--- config.mk ---
export PLATFORM = sky130hd
export DESIGN_NAME = demux81_deserializer
export DESIGN_NICKNAME = d
export VERILOG_FILES = /design/src/rtl/demux81_deserializer.sv
export SDC_FILE = /design/constraint.sdc
export NUM_CORES = 1
export LEC_CHECK = 0
export ABC_AREA = 1
export ABC_CLOCK_PERIOD_IN_PS = 2100
export BUFFER_PORTS_ARGS = -buffer_cell sky130_fd_sc_hd__buf_2
export CORE_MARGIN = 4
export CORE_UTILIZATION = 35
export CTS_CLUSTER_DIAMETER = 200
export DETAILED_ROUTE_END_ITERATION = 8
export SYNTH_ARGS = -nofsm -noshare
export SYNTH_HDL_FRONTEND = slang
export SYNTH_SLANG_ARGS = --single-unit
--- constraint.sdc ---
create_clock -name clk -period 2.1 [get_ports clk]
set_clock_uncertainty 0.1 [all_clocks]
set_input_delay 0.105 -clock clk [delete_from_list [all_inputs] [get_ports clk]]
set_output_delay 0.105 -clock clk [all_outputs]
set_load 0.01 [all_outputs]
--- src/rtl/demux81_deserializer.sv ---
// Serial-to-parallel lane deserializer: rebuilds one LANES-bit word from LANES
// serial beats (lane 0 first), with valid/ready on both sides and SOF realignment.
module demux81_deserializer #(
  parameter int   SEL_W     = 3,
  parameter logic RESET_VAL = 1'b0
) (
  input  logic                  clk,
  input  logic                  rst,
  input  logic                  in_bit,
  input  logic                  in_valid,
  input  logic                  in_sof,
  output logic                  in_ready,
  output logic [SEL_W-1:0]      lane,
  output logic [(2**SEL_W)-1:0] out_data,
  output logic                  out_valid,
  input  logic                  out_ready,
  output logic                  sync_err
);

  localparam int               LANES = 2 ** SEL_W;
  localparam logic [SEL_W-1:0] LAST  = SEL_W'(LANES - 1);

  logic [SEL_W-1:0] lane_q, lane_d;
  // The top lane goes straight to out_data, so staging only holds the lower lanes.
  logic [LANES-2:0] staging_q, staging_d;
  logic [LANES-1:0] out_data_q, out_data_d;
  logic             out_valid_q, out_valid_d;
  logic             sync_err_q, sync_err_d;
  logic             accept;
  logic             complete;

  // Only the completing beat needs a free (or freeing) output slot.
  assign in_ready = !out_valid_q || out_ready || (lane_q != LAST);
  assign accept   = in_valid && in_ready;
  assign complete = accept && !in_sof && (lane_q == LAST);

  always_comb begin
    lane_d     = lane_q;
    staging_d  = staging_q;
    out_data_d = out_data_q;
    sync_err_d = 1'b0;
    if (accept) begin
      if (in_sof) begin
        staging_d[0] = in_bit;
        lane_d       = SEL_W'(1);
        sync_err_d   = (lane_q != '0);
      end else if (lane_q == LAST) begin
        out_data_d = {in_bit, staging_q};
        lane_d     = '0;
      end else begin
        staging_d[lane_q] = in_bit;
        lane_d            = lane_q + SEL_W'(1);
      end
    end
  end

  always_comb begin
    out_valid_d = out_valid_q;
    if (complete)
      out_valid_d = 1'b1;
    else if (out_ready && out_valid_q)
      out_valid_d = 1'b0;
  end

  always_ff @(posedge clk or posedge rst) begin
    if (rst) begin
      lane_q      <= '0;
      staging_q   <= {(LANES-1){RESET_VAL}};
      out_data_q  <= {LANES{RESET_VAL}};
      out_valid_q <= 1'b0;
      sync_err_q  <= 1'b0;
    end else begin
      lane_q      <= lane_d;
      staging_q   <= staging_d;
      out_data_q  <= out_data_d;
      out_valid_q <= out_valid_d;
      sync_err_q  <= sync_err_d;
    end
  end

  assign lane      = lane_q;
  assign out_data  = out_data_q;
  assign out_valid = out_valid_q;
  assign sync_err  = sync_err_q;

endmodule

==> results.sh, run 1 <==
export IMPL_hold_ws_ns=0.0286
export IMPL_drive_above_1_share_pct=27.2
export IMPL_sw_frac_of_total_pct=29.4
export IMPL_wl_met2_um=893
export IMPL_layout_setup_ws_ns=0.264
export IMPL_yosys_warnings=0
export IMPL_finalWeightedCongestion=0.836
export IMPL_htree_levels=1
export IMPL_slowest_delay_ns=0.47
export IMPL_dr_pass1_iters=4
export IMPL_grt_antenna_before_repair=0
export IMPL_routed_wl_met3_um=152
export IMPL_clock_power_share_pct=30.4
export IMPL_p_total_mw=1.04
export IMPL_r2r_end="staging_q[2]"
export IMPL_place_area_um2=1070
export IMPL_mappedNetlistNets=111
export IMPL_synth_cell_type_count=16
export IMPL_grt_max_degree=21
export IMPL_netlist_area_leader_share_pct=53.0
export IMPL_hp_class="primary input to flop"
export IMPL_clk_latency_ns=0.30
export IMPL_worstPathArrival_ns=1.93
export IMPL_dieArea_um2=3590
export IMPL_dp_hpwl_mm=1.42
export IMPL_p_seq_share_pct=49.0
export IMPL_post_place_ws_ns=0.297
export IMPL_final_cell_area_um2=1130
export IMPL_cts_root_buf="clkbuf_4"
export IMPL_final_nets=135
export IMPL_critPathLaunch="lane[0]"
export IMPL_fin_tns_setup_ns=0
export IMPL_drv_cap=0
export IMPL_wl_per_cell_um=12.2
export IMPL_antenna_cells=0
export IMPL_port_buffers=19
export IMPL_powerDensity_nw_per_um2=922
export IMPL_hold_violations=0
export IMPL_synthTopCellsByArea="dfrtp_1 53%, nand2_1 9.1%, o21ai_2 6.5%"
export IMPL_ir_drop_v=0.000716
export IMPL_route_detailed_drc=0
export IMPL_syn2layout_area_growth_pct=19.5
export IMPL_postSynthCellCount=102
export IMPL_crit_path_end="staging_q[2]"
export IMPL_gr_total_overflow=0
export IMPL_cts_buffers=3
export IMPL_std_cell_rows=18
export IMPL_fp_dieW_um=60.0
export IMPL_clkTransAtPathRegs_ns=0.12
export IMPL_path_buf_inv=0
export IMPL_ant_nets=0
export IMPL_rsz0062_at_grt="false"
export IMPL_cpLargestDelayFamily="simple AND/OR/NAND/NOR gates"
export IMPL_outcome="completed"
export IMPL_worst_pin_slew_ns=0.743
export IMPL_cpMaxStageDelayCell="dfrtp_1"
export IMPL_top_layer="met4"
export IMPL_cts_tree="yes"
export IMPL_vias=760
export IMPL_crit_cells=6
export IMPL_drv_slew=0
export IMPL_critPathCaptureType="flop"
export IMPL_synthesis_area_um2=945
export IMPL_drt_wl_total_mm=1.90
export IMPL_num_io_pins=20
export IMPL_postCtsSetupBuffers=0
export IMPL_cpMostUsedCell="ha_1"
export IMPL_worstPathMaxFanout=7
export IMPL_r2r_slack_ns=0.26
export IMPL_p_int_mw=0.735
export IMPL_switchingPower_mw=0.306
export IMPL_syn_area_per_cell_um2=9.26
export IMPL_yosysTopAreaCell="dfrtp_1"
export IMPL_grt_pass1_vias=715
export IMPL_worstPathCellList="ha_1 > ha_1 > nor3_4 > nand3_1 > nand2_1 > o21ai_1"
export IMPL_grtUsageTotal_pct=11.9
export IMPL_start_util_pct=37.5
export IMPL_clk_path_buf_depth=2
export IMPL_dr_first_iter_drc_count=21
export IMPL_leakage_nw=0.592
export IMPL_grt_pass1_wl_mm=3.22
export IMPL_p_comb_share_pct=20.6
export IMPL_ys_seq_area_share_pct=53.0
export IMPL_fmax_ghz=0.545
export IMPL_synth_seq_cells=20
export IMPL_required_ns=2.19
export IMPL_core_um2=2520
export IMPL_relSlewSlack_pct=50.4
export IMPL_critPathKind="flop to flop"
export IMPL_vias_per_cell=4.90
export IMPL_worstRegToRegCells=6
export IMPL_r2r_start="lane[0]"
export IMPL_min_period_over_period_pct=87.4
export IMPL_wl_met1_um=840
export IMPL_start_kind="flop"
export IMPL_setup_violations=0
export IMPL_post_route_min_period_ns=1.84
export IMPL_clkSinkCount=20
export IMPL_dieHeight_um=60.0
layer usage:
metal | global-route usage, % | vias up
li1 | - | 379
met1 | 15.4 | 349
met2 | 19.1 | 30
met3 | 4.32 | 2
met4 | 2.53 | 0
met5 | 0 | -
registers in the layout (all words and copies together) (netlist names):
name,cells
out_data,8
staging_q,7
lane,3
sync_err,1
out_valid,1
cells in the final DEF, fill, tap and decap left out:
cell type,instances
a21oi_1,3
dlygate4sd3_1,1
nand3_1,9
nand3_2,1
nand4_4,1
buf_2,19
nor2_1,4
o21ai_2,7
inv_1,16
inv_2,1
o21ai_1,7
bufinv_16,1
ha_1,3
clkbuf_4,3
nand2_1,23
o21ai_0,4
dfrtp_1,20
nand4_1,1
nor3_4,1
power by group through the flow:
stage | sequential [mW] | combinational, mW | clock [mW]
after global routing | 0.520 | 0.248 | 0.339
after floorplan | 0.520 | 0.140 | 0
after CTS | 0.510 | 0.220 | 0.323
after detailed placement | 0.518 | 0.215 | 0
after global placement | 0.514 | 0.211 | 0
final | 0.510 | 0.215 | 0.317
cells by family after synthesis:
kind of cell / Yosys count / share of synthesized area [%]
and+or+nand+nor: 40 / 21.2
buffers and inverters: 18 / 7.95
DFF: 20 / 53.0
adders and majority gates: 3 / 3.97
AOI/OAI and AO/OA: 21 / 13.9
final cells by class:
cell class	count	area [um^2]
fillers	261	1390
flip-flops and latches	20	500
multi-input cells	64	369
repair buffers	20	105
inverters	17	63.8
well taps	30	37.5
clock inverters	1	30.0
clock buffers	3	22.5
Yosys cell counts:
cell type / n
a21oi_1: 3
buf_6: 1
dfrtp_1: 20
ha_1: 3
inv_1: 16
inv_2: 1
nand2_1: 23
nand3_1: 9
nand3_2: 1
nand4_1: 1
nand4_4: 1
nor2_1: 4
nor3_4: 1
o21ai_0: 4
o21ai_1: 7
o21ai_2: 7
worst min path at each step:
stage                    from     endpoint  slack [ns]  cells after the start
finish              out_ready    out_valid        0.03                      4
global route        out_ready    out_valid        0.05                      4
CTS                 out_ready    out_valid        0.03                      4
detailed placement        rst  out_data[1]        0.19                      2
global placement          rst  out_data[0]        0.18                      2
floorplan                 rst      lane[0]       -0.03                      1
stage by stage:
stage | std cells | utilization [%]
global route | 155 | 44.7
CTS | 155 | 44.7
floorplan | 102 | -
detailed placement | 150 | 42.3
finish | 155 | 44.7
global placement | 150 | 42.3
worst reg2reg max path: stages (launching register included):
cell	delay (ns)
dfrtp_1	0.47
ha_1	0.23
ha_1	0.28
nor3_4	0.32
nand3_1	0.16
nand2_1	0.10
o21ai_1	0.07
repair_timing:
| item | 4_1_cts | 5_1_grt |
|---|---|---|
| resized for setup | 0 | 0 |
| hold endpoints to repair | 20 | 0 |
| hold buffers | 1 | 0 |
No activity file was read; power rests on OpenSTA's default activity.
==> run 2, diff against run 1 <==
--- a/config.mk
+++ b/config.mk
@@ -5,13 +5,13 @@
 export SDC_FILE = /design/constraint.sdc
 export NUM_CORES = 1
 export LEC_CHECK = 0
-export ABC_AREA = 1
 export ABC_CLOCK_PERIOD_IN_PS = 2100
-export BUFFER_PORTS_ARGS = -buffer_cell sky130_fd_sc_hd__buf_2
+export BUFFER_PORTS_ARGS = -buffer_cell sky130_fd_sc_hd__clkbuf_2
 export CORE_MARGIN = 4
 export CORE_UTILIZATION = 35
 export CTS_CLUSTER_DIAMETER = 200
 export DETAILED_ROUTE_END_ITERATION = 8
+export PLACE_DENSITY_LB_ADDON = 0.3
 export SYNTH_ARGS = -nofsm -noshare
 export SYNTH_HDL_FRONTEND = slang
 export SYNTH_SLANG_ARGS = --single-unit
==> run 2 against run 1 <==
Final area up 0.11%. Final cell count down 17%. Synthesized area down 2.9%. Clock power about the same. Setup slack worse by 0.13 ns.
==> results.sh, run 2 <==
export IMPL_synthTopCellsByCount="20 x dfrtp_1, 16 x mux2_2, 7 x nand2_1"
export IMPL_syn2layout_area_growth_pct=23.2
export IMPL_final_nets=108
export IMPL_place_area_um2=1070
export IMPL_start_kind="flop"
export IMPL_dieArea_um2=3500
export IMPL_dr_pass1_iters=4
export IMPL_leakage_nw=0.573
export IMPL_ir_drop_v=0.000481
export IMPL_num_io_pins=20
export IMPL_ys_seq_area_share_pct=54.6
export IMPL_required_ns=2.20
export IMPL_synthTopCellsByArea="dfrtp_1 55%, mux2_2 20%, ha_1 4.1%"
export IMPL_finalWeightedCongestion=0.822
export IMPL_port_buffers=19
export IMPL_holdPathEnd="out_valid"
export IMPL_r2r_end="out_data[5]"
export IMPL_hold_violations=0
export IMPL_drv_slew=0
export IMPL_htree_levels=1
export IMPL_setup_violations=0
export IMPL_drive_above_1_share_pct=46.9
export IMPL_yosys_warnings=0
export IMPL_vias_per_cell=4.66
export IMPL_outcome="completed"
export IMPL_grt_pass1_wl_mm=2.55
export IMPL_yosysTopAreaCell="dfrtp_1"
export IMPL_mappedNetlistNets=81
export IMPL_r2r_start="lane[0]"
export IMPL_postCtsSetupBuffers=0
export IMPL_clk_path_buf_depth=2
export IMPL_drt_wl_total_mm=1.61
export IMPL_clk_latency_ns=0.30
export IMPL_cts_buffers=3
export IMPL_gr_total_overflow=0
export IMPL_postSynthCellCount=72
export IMPL_critPathKind="flop to flop"
export IMPL_synth_seq_cells=20
export IMPL_antenna_cells=0
export IMPL_hp_class="primary input to flop"
export IMPL_powerDensity_nw_per_um2=1070
export IMPL_post_route_min_period_ns=1.97
export IMPL_critPathCaptureType="flop"
export IMPL_p_total_mw=1.21
export IMPL_hp_start="out_ready"
export IMPL_start_util_pct=37.0
export IMPL_final_cell_area_um2=1130
export IMPL_grt_pass1_vias=592
export IMPL_grt_max_degree=21
export IMPL_dieHeight_um=59.2
export IMPL_synth_cell_type_count=19
export IMPL_dp_hpwl_mm=1.21
export IMPL_drv_cap=0
export IMPL_ff_latch_area_um2=500
export IMPL_std_cell_rows=18
export IMPL_fmax_ghz=0.509
export IMPL_min_path_cells=3
export IMPL_largest_reg_flops=8
export IMPL_core_um2=2480
export IMPL_synthesis_area_um2=917
export IMPL_worstPathArrival_ns=2.07
export IMPL_synthArstFlopShare_pct=100
export IMPL_final_cell_mix="20 x dfrtp_1, 19 x clkbuf_2, 16 x mux2_2"
export IMPL_multi_input_area_um2=397
export IMPL_synth_ff_type="dfrtp_1"
export IMPL_fp_dieW_um=59.2
export IMPL_dr_first_iter_drc_count=5
export IMPL_ant_nets=0
export IMPL_r2r_slack_ns=0.13
export IMPL_route_detailed_drc=0
export IMPL_wl_per_cell_um=12.6
export IMPL_fill_cells=242
export IMPL_final_common_cell="dfrtp_1"
export IMPL_clkTransAtPathRegs_ns=0.12
export IMPL_rsz0062_at_grt="false"
export IMPL_worstRegToRegCells=5
export IMPL_cts_tree="yes"
export IMPL_netlist_area_leader_share_pct=54.6
export IMPL_syn_area_per_cell_um2=12.7
export IMPL_grt_antenna_before_repair=0
export IMPL_clkSinkCount=20
export IMPL_yosysMostFrequentCell="dfrtp_1"
export IMPL_fin_tns_setup_ns=0
export IMPL_cts_root_buf="clkbuf_4"
export IMPL_vias=597
export IMPL_finish_utilization_pct=45.6
export IMPL_min_period_over_period_pct=93.6
export IMPL_worstPathMaxFanout=8
export IMPL_relSlewSlack_pct=49.4
export IMPL_synth_edf_count=0
export IMPL_worst_pin_slew_ns=0.758
export IMPL_grtUsageTotal_pct=9.51
==> run 2: changes by cell type after synthesis, sizes merged, moves of 2 or more <==
cell / previous run / this run
inv: 17 / 4
nand4: 2 / 0
nor2b: 0 / 3
nand3: 10 / 1
o21ai: 18 / 2
nand2: 23 / 8
mux2: 0 / 16
a21oi: 3 / 0
mux2i: 0 / 2
==> run 2: layout make-up <==
| cell class | instances | area share, % |
|---|---|---|
| Multi-Input combinational cell | 47 | 35.1 |
| Clock inverter | 1 | 2.66 |
| Inverter | 4 | 1.33 |
| Tap cell | 30 | 3.32 |
| Clock buffer | 3 | 1.99 |
| Timing Repair Buffer | 23 | 11.3 |
| Sequential cell | 20 | 44.3 |
==> run 2: worst max-delay path by stage <==
stage               cells after the start     endpoint  slack (ns)    start
floorplan                               5  out_data[7]        0.18  lane[1]
global placement                        5  out_data[4]        0.20  lane[1]
detailed placement                      5  out_data[5]        0.14  lane[0]
CTS                                     5  out_data[5]        0.12  lane[0]
global route                            5  out_data[5]        0.07  lane[0]
finish                                  5  out_data[5]        0.13  lane[0]
==> run 2: per-layer routing <==
metal | vias to the layer above | track usage [%] | share of wire, % | wire (um)
li1 | 296 | - | - | -
met3 | 4 | 1.53 | 4.2 | 68
met2 | 12 | 15.8 | 47 | 757
met5 | - | 0 | 0 | 0
met4 | 0 | 4.85 | 2.2 | 36
met1 | 285 | 11.8 | 46 | 746
==> run 2: where the power goes <==
| group | total, mW | switching, mW | internal (mW) |
|---|---|---|---|
| sequential | 0.546 | 0.0511 | 0.495 |
| clock | 0.318 | 0.125 | 0.193 |
| combinational | 0.346 | 0.165 | 0.181 |
| total | 1.21 | 0.341 | 0.869 |
==> run 2: per-stage QoR <==
step                std cells  worst slack [ns]  hold WS, ns
CTS                       128             0.121       0.0260
detailed placement        123             0.144        0.163
floorplan                  72             0.182      -0.0312
global route              128            0.0662       0.0482
finish                    128             0.135       0.0172
global placement          123             0.196        0.142
==> run 2: what timing repair did <==
item,in CTS,in global routing
hold endpoints to repair,20,0
hold buffers,1,0
setup endpoints to repair,0,0
gates resized for setup,0,0
==> run 2: cells by family (layout without fill, tap and decap cells) <==
| logic type | Yosys count | in the layout | synth area share [%] |
|---|---|---|---|
| buffers and inverters | 5 | 31 | 2.18 |
| adders and majority gates | 3 | 3 | 4.09 |
| muxes | 18 | 18 | 21.8 |
| and+or+nand+nor | 23 | 23 | 15.4 |
| DFF | 20 | 20 | 54.6 |
| AOI/OAI and AO/OA | 3 | 3 | 1.91 |
==> run 2: worst max-delay path, stage by stage (launching register included) <==
cell and delay (ns):
dfrtp_1 0.38, ha_1 0.15, ha_1 0.31, nand2_2 0.11, nor3b_4 0.42, mux2_2 0.39
